--- src/rtl/fifo_rd_stream.sv ---
// Read-side drain of the synchronous FIFO: issues reads, captures the returned word one cycle later
// and presents it as a valid/ready stream through a small skid buffer. Define FIFO_RD_STREAM_STATS_EN for counters.
`timescale 1ns/1ps

module fifo_rd_stream #(
  parameter int DATA_W    = 8,
  parameter int BUF_DEPTH = 2
) (
  input  logic                               clk,
  input  logic                               rstn,
  input  logic                               i_flush,
  input  logic                               i_fifo_empty,
  input  logic [DATA_W-1:0]                  i_fifo_rddata,
  output logic                               o_fifo_rden,
  output logic                               o_m_valid,
  input  logic                               i_m_ready,
  output logic [DATA_W-1:0]                  o_m_data,
`ifdef FIFO_RD_STREAM_STATS_EN
  output logic [$clog2(BUF_DEPTH+1)-1:0]     o_buf_count,
  output logic [31:0]                        o_word_cnt,
  output logic [31:0]                        o_stall_cnt
`else
  output logic [$clog2(BUF_DEPTH+1)-1:0]     o_buf_count
`endif
);

  localparam int CNT_W = $clog2(BUF_DEPTH + 1);
  localparam int PTR_W = $clog2(BUF_DEPTH);
  localparam int LVL_W = CNT_W + 1;

  typedef logic [PTR_W-1:0] ptr_t;
  typedef logic [LVL_W-1:0] lvl_t;

  logic [DATA_W-1:0] mem_q [BUF_DEPTH];
  logic [DATA_W-1:0] mem_d [BUF_DEPTH];
  ptr_t              wr_ptr_q, wr_ptr_d;
  ptr_t              rd_ptr_q, rd_ptr_d;
  logic [CNT_W-1:0]  count_q, count_d;
  logic              inflight_q, inflight_d;
  logic              pop;
  lvl_t              level;

  // Explicit compare-and-reset so non-power-of-two depths wrap correctly.
  function automatic ptr_t ptr_inc(input ptr_t p);
    return (p == ptr_t'(BUF_DEPTH - 1)) ? '0 : p + ptr_t'(1);
  endfunction

  assign o_m_valid   = (count_q != '0);
  assign o_m_data    = mem_q[rd_ptr_q];
  assign o_buf_count = count_q;
  assign pop         = o_m_valid & i_m_ready;

  // Occupancy after this edge if no read is issued; pop is a legal credit, which keeps full rate.
  assign level       = lvl_t'(count_q) + lvl_t'(inflight_q) - lvl_t'(pop);
  assign o_fifo_rden = rstn & ~i_flush & ~i_fifo_empty & (level < lvl_t'(BUF_DEPTH));

  // NOTE: every always_comb output gets its default first, so no path can infer a latch.
  always_comb begin
    mem_d      = mem_q;
    wr_ptr_d   = wr_ptr_q;
    rd_ptr_d   = rd_ptr_q;
    count_d    = count_q;
    inflight_d = o_fifo_rden;
    if (i_flush) begin
      wr_ptr_d   = '0;
      rd_ptr_d   = '0;
      count_d    = '0;
      inflight_d = 1'b0;
    end else begin
      if (inflight_q) begin
        mem_d[wr_ptr_q] = i_fifo_rddata;
        wr_ptr_d        = ptr_inc(wr_ptr_q);
      end
      if (pop) begin
        rd_ptr_d = ptr_inc(rd_ptr_q);
      end
      case ({inflight_q, pop})
        2'b10:   count_d = count_q + CNT_W'(1);
        2'b01:   count_d = count_q - CNT_W'(1);
        default: count_d = count_q;
      endcase
    end
  end

  // NOTE: sequential state uses non-blocking assignments so all flops sample pre-edge values.
  always_ff @(posedge clk or negedge rstn) begin
    if (!rstn) begin
      // NOTE: the storage is reset because o_m_data exposes the head entry and must read 0 out of reset.
      mem_q      <= '{default: '0};
      wr_ptr_q   <= '0;
      rd_ptr_q   <= '0;
      count_q    <= '0;
      inflight_q <= 1'b0;
    end else begin
      mem_q      <= mem_d;
      wr_ptr_q   <= wr_ptr_d;
      rd_ptr_q   <= rd_ptr_d;
      count_q    <= count_d;
      inflight_q <= inflight_d;
    end
  end

`ifdef FIFO_RD_STREAM_STATS_EN
  logic [31:0] word_cnt_q, word_cnt_d;
  logic [31:0] stall_cnt_q, stall_cnt_d;

  always_comb begin
    word_cnt_d  = word_cnt_q;
    stall_cnt_d = stall_cnt_q;
    if (i_flush) begin
      word_cnt_d  = '0;
      stall_cnt_d = '0;
    end else begin
      if (pop) begin
        word_cnt_d = word_cnt_q + 32'd1;
      end
      if (o_m_valid && !i_m_ready && (stall_cnt_q != '1)) begin
        stall_cnt_d = stall_cnt_q + 32'd1;
      end
    end
  end

  always_ff @(posedge clk or negedge rstn) begin
    if (!rstn) begin
      word_cnt_q  <= '0;
      stall_cnt_q <= '0;
    end else begin
      word_cnt_q  <= word_cnt_d;
      stall_cnt_q <= stall_cnt_d;
    end
  end

  assign o_word_cnt  = word_cnt_q;
  assign o_stall_cnt = stall_cnt_q;
`endif

endmodule

--- config.mk ---
export PLATFORM = sky130hd
export DESIGN_NAME = fifo_rd_stream
export DESIGN_NICKNAME = d
export VERILOG_FILES = /design/src/rtl/fifo_rd_stream.sv
export SDC_FILE = /design/constraint.sdc
export NUM_CORES = 1
export LEC_CHECK = 0
export ABC_AREA = 1
export CORE_ASPECT_RATIO = 0.75
export CORE_UTILIZATION = 40
export DETAILED_ROUTE_END_ITERATION = 8
export MAX_ROUTING_LAYER = met4
export PLACE_DENSITY_LB_ADDON = 0.1
export SLEW_MARGIN = 30
export SYNTH_ARGS = -nofsm -noshare
export SYNTH_HDL_FRONTEND = slang
export SYNTH_SLANG_ARGS = --single-unit
export TNS_END_PERCENT = 10
--- constraint.sdc ---
create_clock -name clk -period 3.8 [get_ports clk]
set_input_delay 0.95 -clock clk [delete_from_list [all_inputs] [get_ports clk]]
set_output_delay 0.95 -clock clk [all_outputs]
set_load 0.02 [all_outputs]
-- Word-level counts from Yosys, hierarchy flattened
Index checks and enable logic that the tools add are counted.
- output and inout bits: 12
- register bits: 21
- input port bits: 13
- muxes and demuxes: 15
- reductions and logical operators: 6
- add/sub/neg operators: 6
- magnitude comparators: 4
- equality and inequality tests: 2
- bitwise gates (word level): 8
- operators with widths (cell ; number):
    8-bit two-way mux ; 4
    16-bit bitwise mux ; 1
    8-bit demux with 1-bit select ; 1
    1-bit two-way mux ; 7
    2-bit nonzero test ; 3
    1-bit bitwise AND ; 4
    2-bit >= comparator, second input constant ; 2
    1-bit inverter with 2-bit output ; 2
    2-bit one-hot mux with 2 select lines ; 1
    2-bit by 1-bit adder with 3-bit output ; 1
    3-bit by 2-bit < comparator with 1-bit output, second input constant ; 1
    3-bit nonzero test ; 1
    3-bit by 1-bit subtractor with 3-bit output ; 1
    1-bit adder, second input constant ; 2
    2-bit by 1-bit adder with 2-bit output, second input constant ; 1
    2-bit by 1-bit == test with 1-bit output, second input constant ; 1
    2-bit == test, second input constant ; 1
    2-bit by 1-bit < comparator with 1-bit output, second input constant ; 1
    2-bit two-way mux ; 1
    1-bit inverter ; 2
    2-bit AND reduction ; 1
    2-bit by 1-bit subtractor with 2-bit output, second input constant ; 1
    1-bit logical AND ; 1

-- Longest topological paths before layout
- depth in word-level cells: 6
- mapped depth: 9
- gate-level depth less buffers: 9

-- Worst setup path before layout
OpenSTA, ideal clock, no wires.
- path type: input to output
- start point: input i_m_ready
- end point: output o_fifo_rden
- stages on the path: 6
- path slack: 0.424 ns
- buffers on the path: 0
- arrival: 2.426 ns
- data required time: 2.850 ns
- cell sequence: nand2_2 -> ha_1 -> or2_2 -> fa_1 -> nand3_1 -> nor2_1
- cells in the longest elaborated chain, start to end: 4
- RTL lines (what ; line ; source):
    start, declared ; 16 ; input logic i_m_ready,
    1-bit bitwise AND ; 51 ; assign pop = o_m_valid & i_m_ready;
    3-bit by 1-bit subtractor with 3-bit output ; 54 ; assign level = lvl_t'(count_q) + lvl_t'(inflight_q) - lvl_t'(pop);
    3-bit by 2-bit < comparator with 1-bit output ; 55 ; assign o_fifo_rden = rstn & ~i_flush & ~i_fifo_empty & (level < lvl_t'(BUF_DEPTH));
    1-bit bitwise AND ; 55 ;
    end, declared ; 14 ; output logic o_fifo_rden,
Every way passes these cells.

-- Final worst setup path
Same ends and word-level chain as after synthesis.

==> results <==
- The global-route usage over all layers is roughly 17%.
- The critical path startpoint category is an input pin.
- The number of failing hold endpoints at the final stage is 0.
- The TritonCTS clock tree is built.
- The number of optimization iterations in the first detailed-route pass is 4.
- The detailed placement HPWL is approximately 1.6 mm.
- The final-report setup violation count is 0.
- After routing, the total negative slack on setup checks comes to 0 ns.
- Hold timing on the final database bottoms out at a slack of ~0.48 ns.
- The kind of end point of the critical path is a primary output.
- The fraction of the core area covered by cells at the end of the flow is between 50% and 60%.
- Walking the worst path, the cells encountered are dlygate4sd2_1 > nand2_2 > ha_1 > or2_2 > fa_1 > nand3_1 > nor2_1 > buf_4.
- nand2_1 is the most common cell in the netlist.
- The average routed wire per standard cell is 10.9 um.
- The clock arrives with between 0.002 and 0.003 ns of skew.
- The remaining number of nets flagged by the antenna check after routing is 0.
- The cell count of the worst reg-to-reg path is 9.
- The final cell area excluding filler cells is roughly 1500 sq um.
- The total I/O pin count is 25.
- The count of input and output buffers is 24.
- The synthesized netlist occupies a cell area of approximately 1100 sq um.
- The level count of the clock H-tree is 1.
- The die covers 3000 sq um.
- After synthesis, the mean cell area works out to approximately 8.7 sq um.
- The largest area contributor in the synthesized netlist is dfrtp_1.
- The initial antenna violation count was 0.
- The net count after synthesis is between 100 and 150.
- In the synthesized netlist the async set-or-reset flop fraction comes to 100%.
- The clock transition time at the flip-flop clock pins of the worst setup and hold paths is about 0.07 ns.
- Setup slack on the worst reg-to-reg path comes out at roughly 1.6 ns.
- The relative max-transition margin is between 70% and 80%.
- The uppermost signal routing layer after detailed routing is met3.
- The share of synthesized area in the top cell type comes to 47.2%.
- Sorting the synthesized cells by area gives the leading types as dfrtp_1 (47%), nand2_1 (16%), o21ai_2 (10%).
- Synthesis inferred 21 register bits.
- CTS saw 21 sinks.
- The starting density of the core is 42.4%.
- Entering global routing, the biggest net connects 22 pins.
- The total area inside the core boundary comes to 2620 sq um.
- The flow ran to the end, and the final reports show no timing, DRC or antenna violations.
- The met3 routed wirelength is roughly 80 um.
- In this run the cell area measured after placement is 1410 sq um.
- The wire length of the first global-routing pass is around 3.7 mm.
- Routability-driven placement finished with a final weighted congestion of 0.814.
- The met2 routed wirelength is around 960 um.
- After detailed routing, the wire length on met1 is between 1 and 1.5 mm.
- The slowest stage of the critical path belongs to the cell fa_1.
- The tree is rooted in a clkbuf_8.
- Data on the critical path is required at its endpoint by 2.85 ns.
- In this run the static leakage power is approximately 0.00073 uW.
- In the routed design, unresolved DRC markers number 0.
- The startpoint identified for the worst register-to-register timing path is o_buf_count[0]$_DFFE_PN0P_.
- The actual transition at the worst max-transition pin is 0.437 ns.
- The total overflow reported by the global router is 0.
- The number of distinct library cell variants in the gate-level netlist after synthesis is 19.
- The final wirelength is about 2.1 mm.
- The launch point of the critical path is i_m_ready.
- In this run the worst hold path is classified as flop to flop.
- The areal power density over the cells is 656 nW/um^2.
- Setup repair after global routing left no endpoint under its margin.
- The maximum clock frequency is roughly 280 MHz.
- The synthesized instance count is between 100 and 150.
- In this run the horizontal extent of the chip is about 63 um.
- In this run the worst path has a maximum fanout of 2.
- Across the VDD grid, the largest voltage drop is around 0.31 mV.
- Ranked by instance count, the synthesized netlist is headed by nand2_1 (47), dfrtp_1 (21), o21ai_2 (13).
- The final worst-path cycle share is around 95%.
- The data arrival time of the critical path is 2.65 ns.
- The prevailing post-synth register cell is dfrtp_1.
- The sum of internal, switching and leakage power is roughly 950 uW.
- The endpoint identified for the worst register-to-register timing path is inflight_q$_DFF_PN0_.
- The warning count from the yosys run is 0.
- The most critical setup path has its endpoint at o_fifo_rden.
- The count of pins over their slew limit is 0.
- The tool flagged a number of max-cap violations equal to 0.
- The height of the chip is 47.7 um.
- The number of diodes added for antenna fixing is 0.
- The longest clock path from root to sink contains 2 buffers.
- The area overhead of the layout relative to synthesis is 30.6%.
- The later pin in the worst-skew pair is clocked with a latency of 0.26 ns.
- The delay of the slowest cell on the worst path is approximately 0.48 ns.
- The number of violations reported at the end of detailed-routing iteration 0 is 55.
- The via count of the first global-routing pass is between 700 and 800.
- For this block, the via count after detailed routing is ~880.
- In the final design database the tool counted between 150 and 200 nets.
- The post-cts hold buffer count is 0.
- The clock buffer count from CTS is 3.
- Sequential elements use between 40 and 50% of the synthesized area.
- The kind of critical path is input pin to primary output.
- The shortest period the worst path allows is approximately 3.6 ns.
- The synthesized design contains 0 enable-type register cells.
- The number of placement rows is 16.
- In the routed layout, each cell is associated on average with a via count of 4.50.
- The ratio of cells with drive above 1 in the final layout is 22.0%.
## kinds of logic after synthesis
logic type	Yosys count	synth area share, %
AOI/OAI and AO/OA	16	11.6
xor gates and xnor gates	1	0.788
adders and majority gates	3	4.05
buffers and inverters	17	7.54
DFF	21	47.2
and+or+nand+nor	70	28.8
## worst max-delay path, delay by kind of cell
family	cells	cell delay [ns]
adders and majority gates	2	0.74
and+or+nand+nor	4	0.57
buffers and inverters	2	0.38
## where the power goes
| group | switching [uW] | internal, uW | leakage [uW] |
|---|---|---|---|
| Combinational | 248 | 220 | 0.000425 |
| Sequential | 50.2 | 290 | 0.000280 |
| Clock | 70.2 | 74.6 | 0.0000228 |
| Total | 369 | 584 | 0.000728 |
## what timing repair did
item,CTS,global route
endpoints found under the hold margin,0,0
setup endpoints to repair,1,0
gates resized for setup,6,0
buffers inserted,0,0
## layout by cell type (no fill, tap or decap), drive strengths merged
master	n
clkdlybuf4s50	22
ha	2
dlygate4sd2	1
inv	14
nor2	10
dfrtp	21
xor2	1
o21ai	16
nand3	6
nand2	53
clkbuf	4
buf	7
fa	1
or2	1
## layer usage
layer  up-vias  global-route usage (%)
li1        453                       -
met1       406                    24.2
met2        18                    25.8
met3         0                    4.29
met4         0                    1.40
met5         -                       -
## cell type report
class                   count  area, sq um
fillers                   254         1170
inverters                  14         52.6
well taps                  36         45.0
multi-input cells          90          503
repair buffers             30          282
clock buffers               4         45.0
flip-flops and latches     21          526
## worst min-delay path by stage
| stage | from | endpoint | slack [ns] | cells after the start |
|---|---|---|---|---|
| 2_1_floorplan | mem_q[0]$_DFFE_PN0P_ | mem_q[0]$_DFFE_PN0P_ | 0.46 | 2 |
| 4_1_cts | mem_q[13]$_DFFE_PN0P_ | mem_q[13]$_DFFE_PN0P_ | 0.49 | 2 |
| 3_5_place_dp | mem_q[13]$_DFFE_PN0P_ | mem_q[13]$_DFFE_PN0P_ | 0.47 | 2 |
| 6_report | mem_q[13]$_DFFE_PN0P_ | mem_q[13]$_DFFE_PN0P_ | 0.48 | 2 |
| 5_1_grt | mem_q[1]$_DFFE_PN0P_ | mem_q[1]$_DFFE_PN0P_ | 0.52 | 2 |
| 3_3_place_gp | mem_q[1]$_DFFE_PN0P_ | mem_q[1]$_DFFE_PN0P_ | 0.46 | 2 |
## metrics by stage
step	std cells	worst slack, ns
finish	195	0.203
floorplan	128	0.424
detailed placement	191	-0.527
global route	195	0.0820
global placement	191	-0.495
CTS	195	0.189
## registers in the layout (all words and copies together) (netlist names)
register / cells
mem_q: 16
o_buf_count: 2
inflight_q: 1
rd_ptr_q: 1
wr_ptr_q: 1
(Power assumes the default switching activity.)
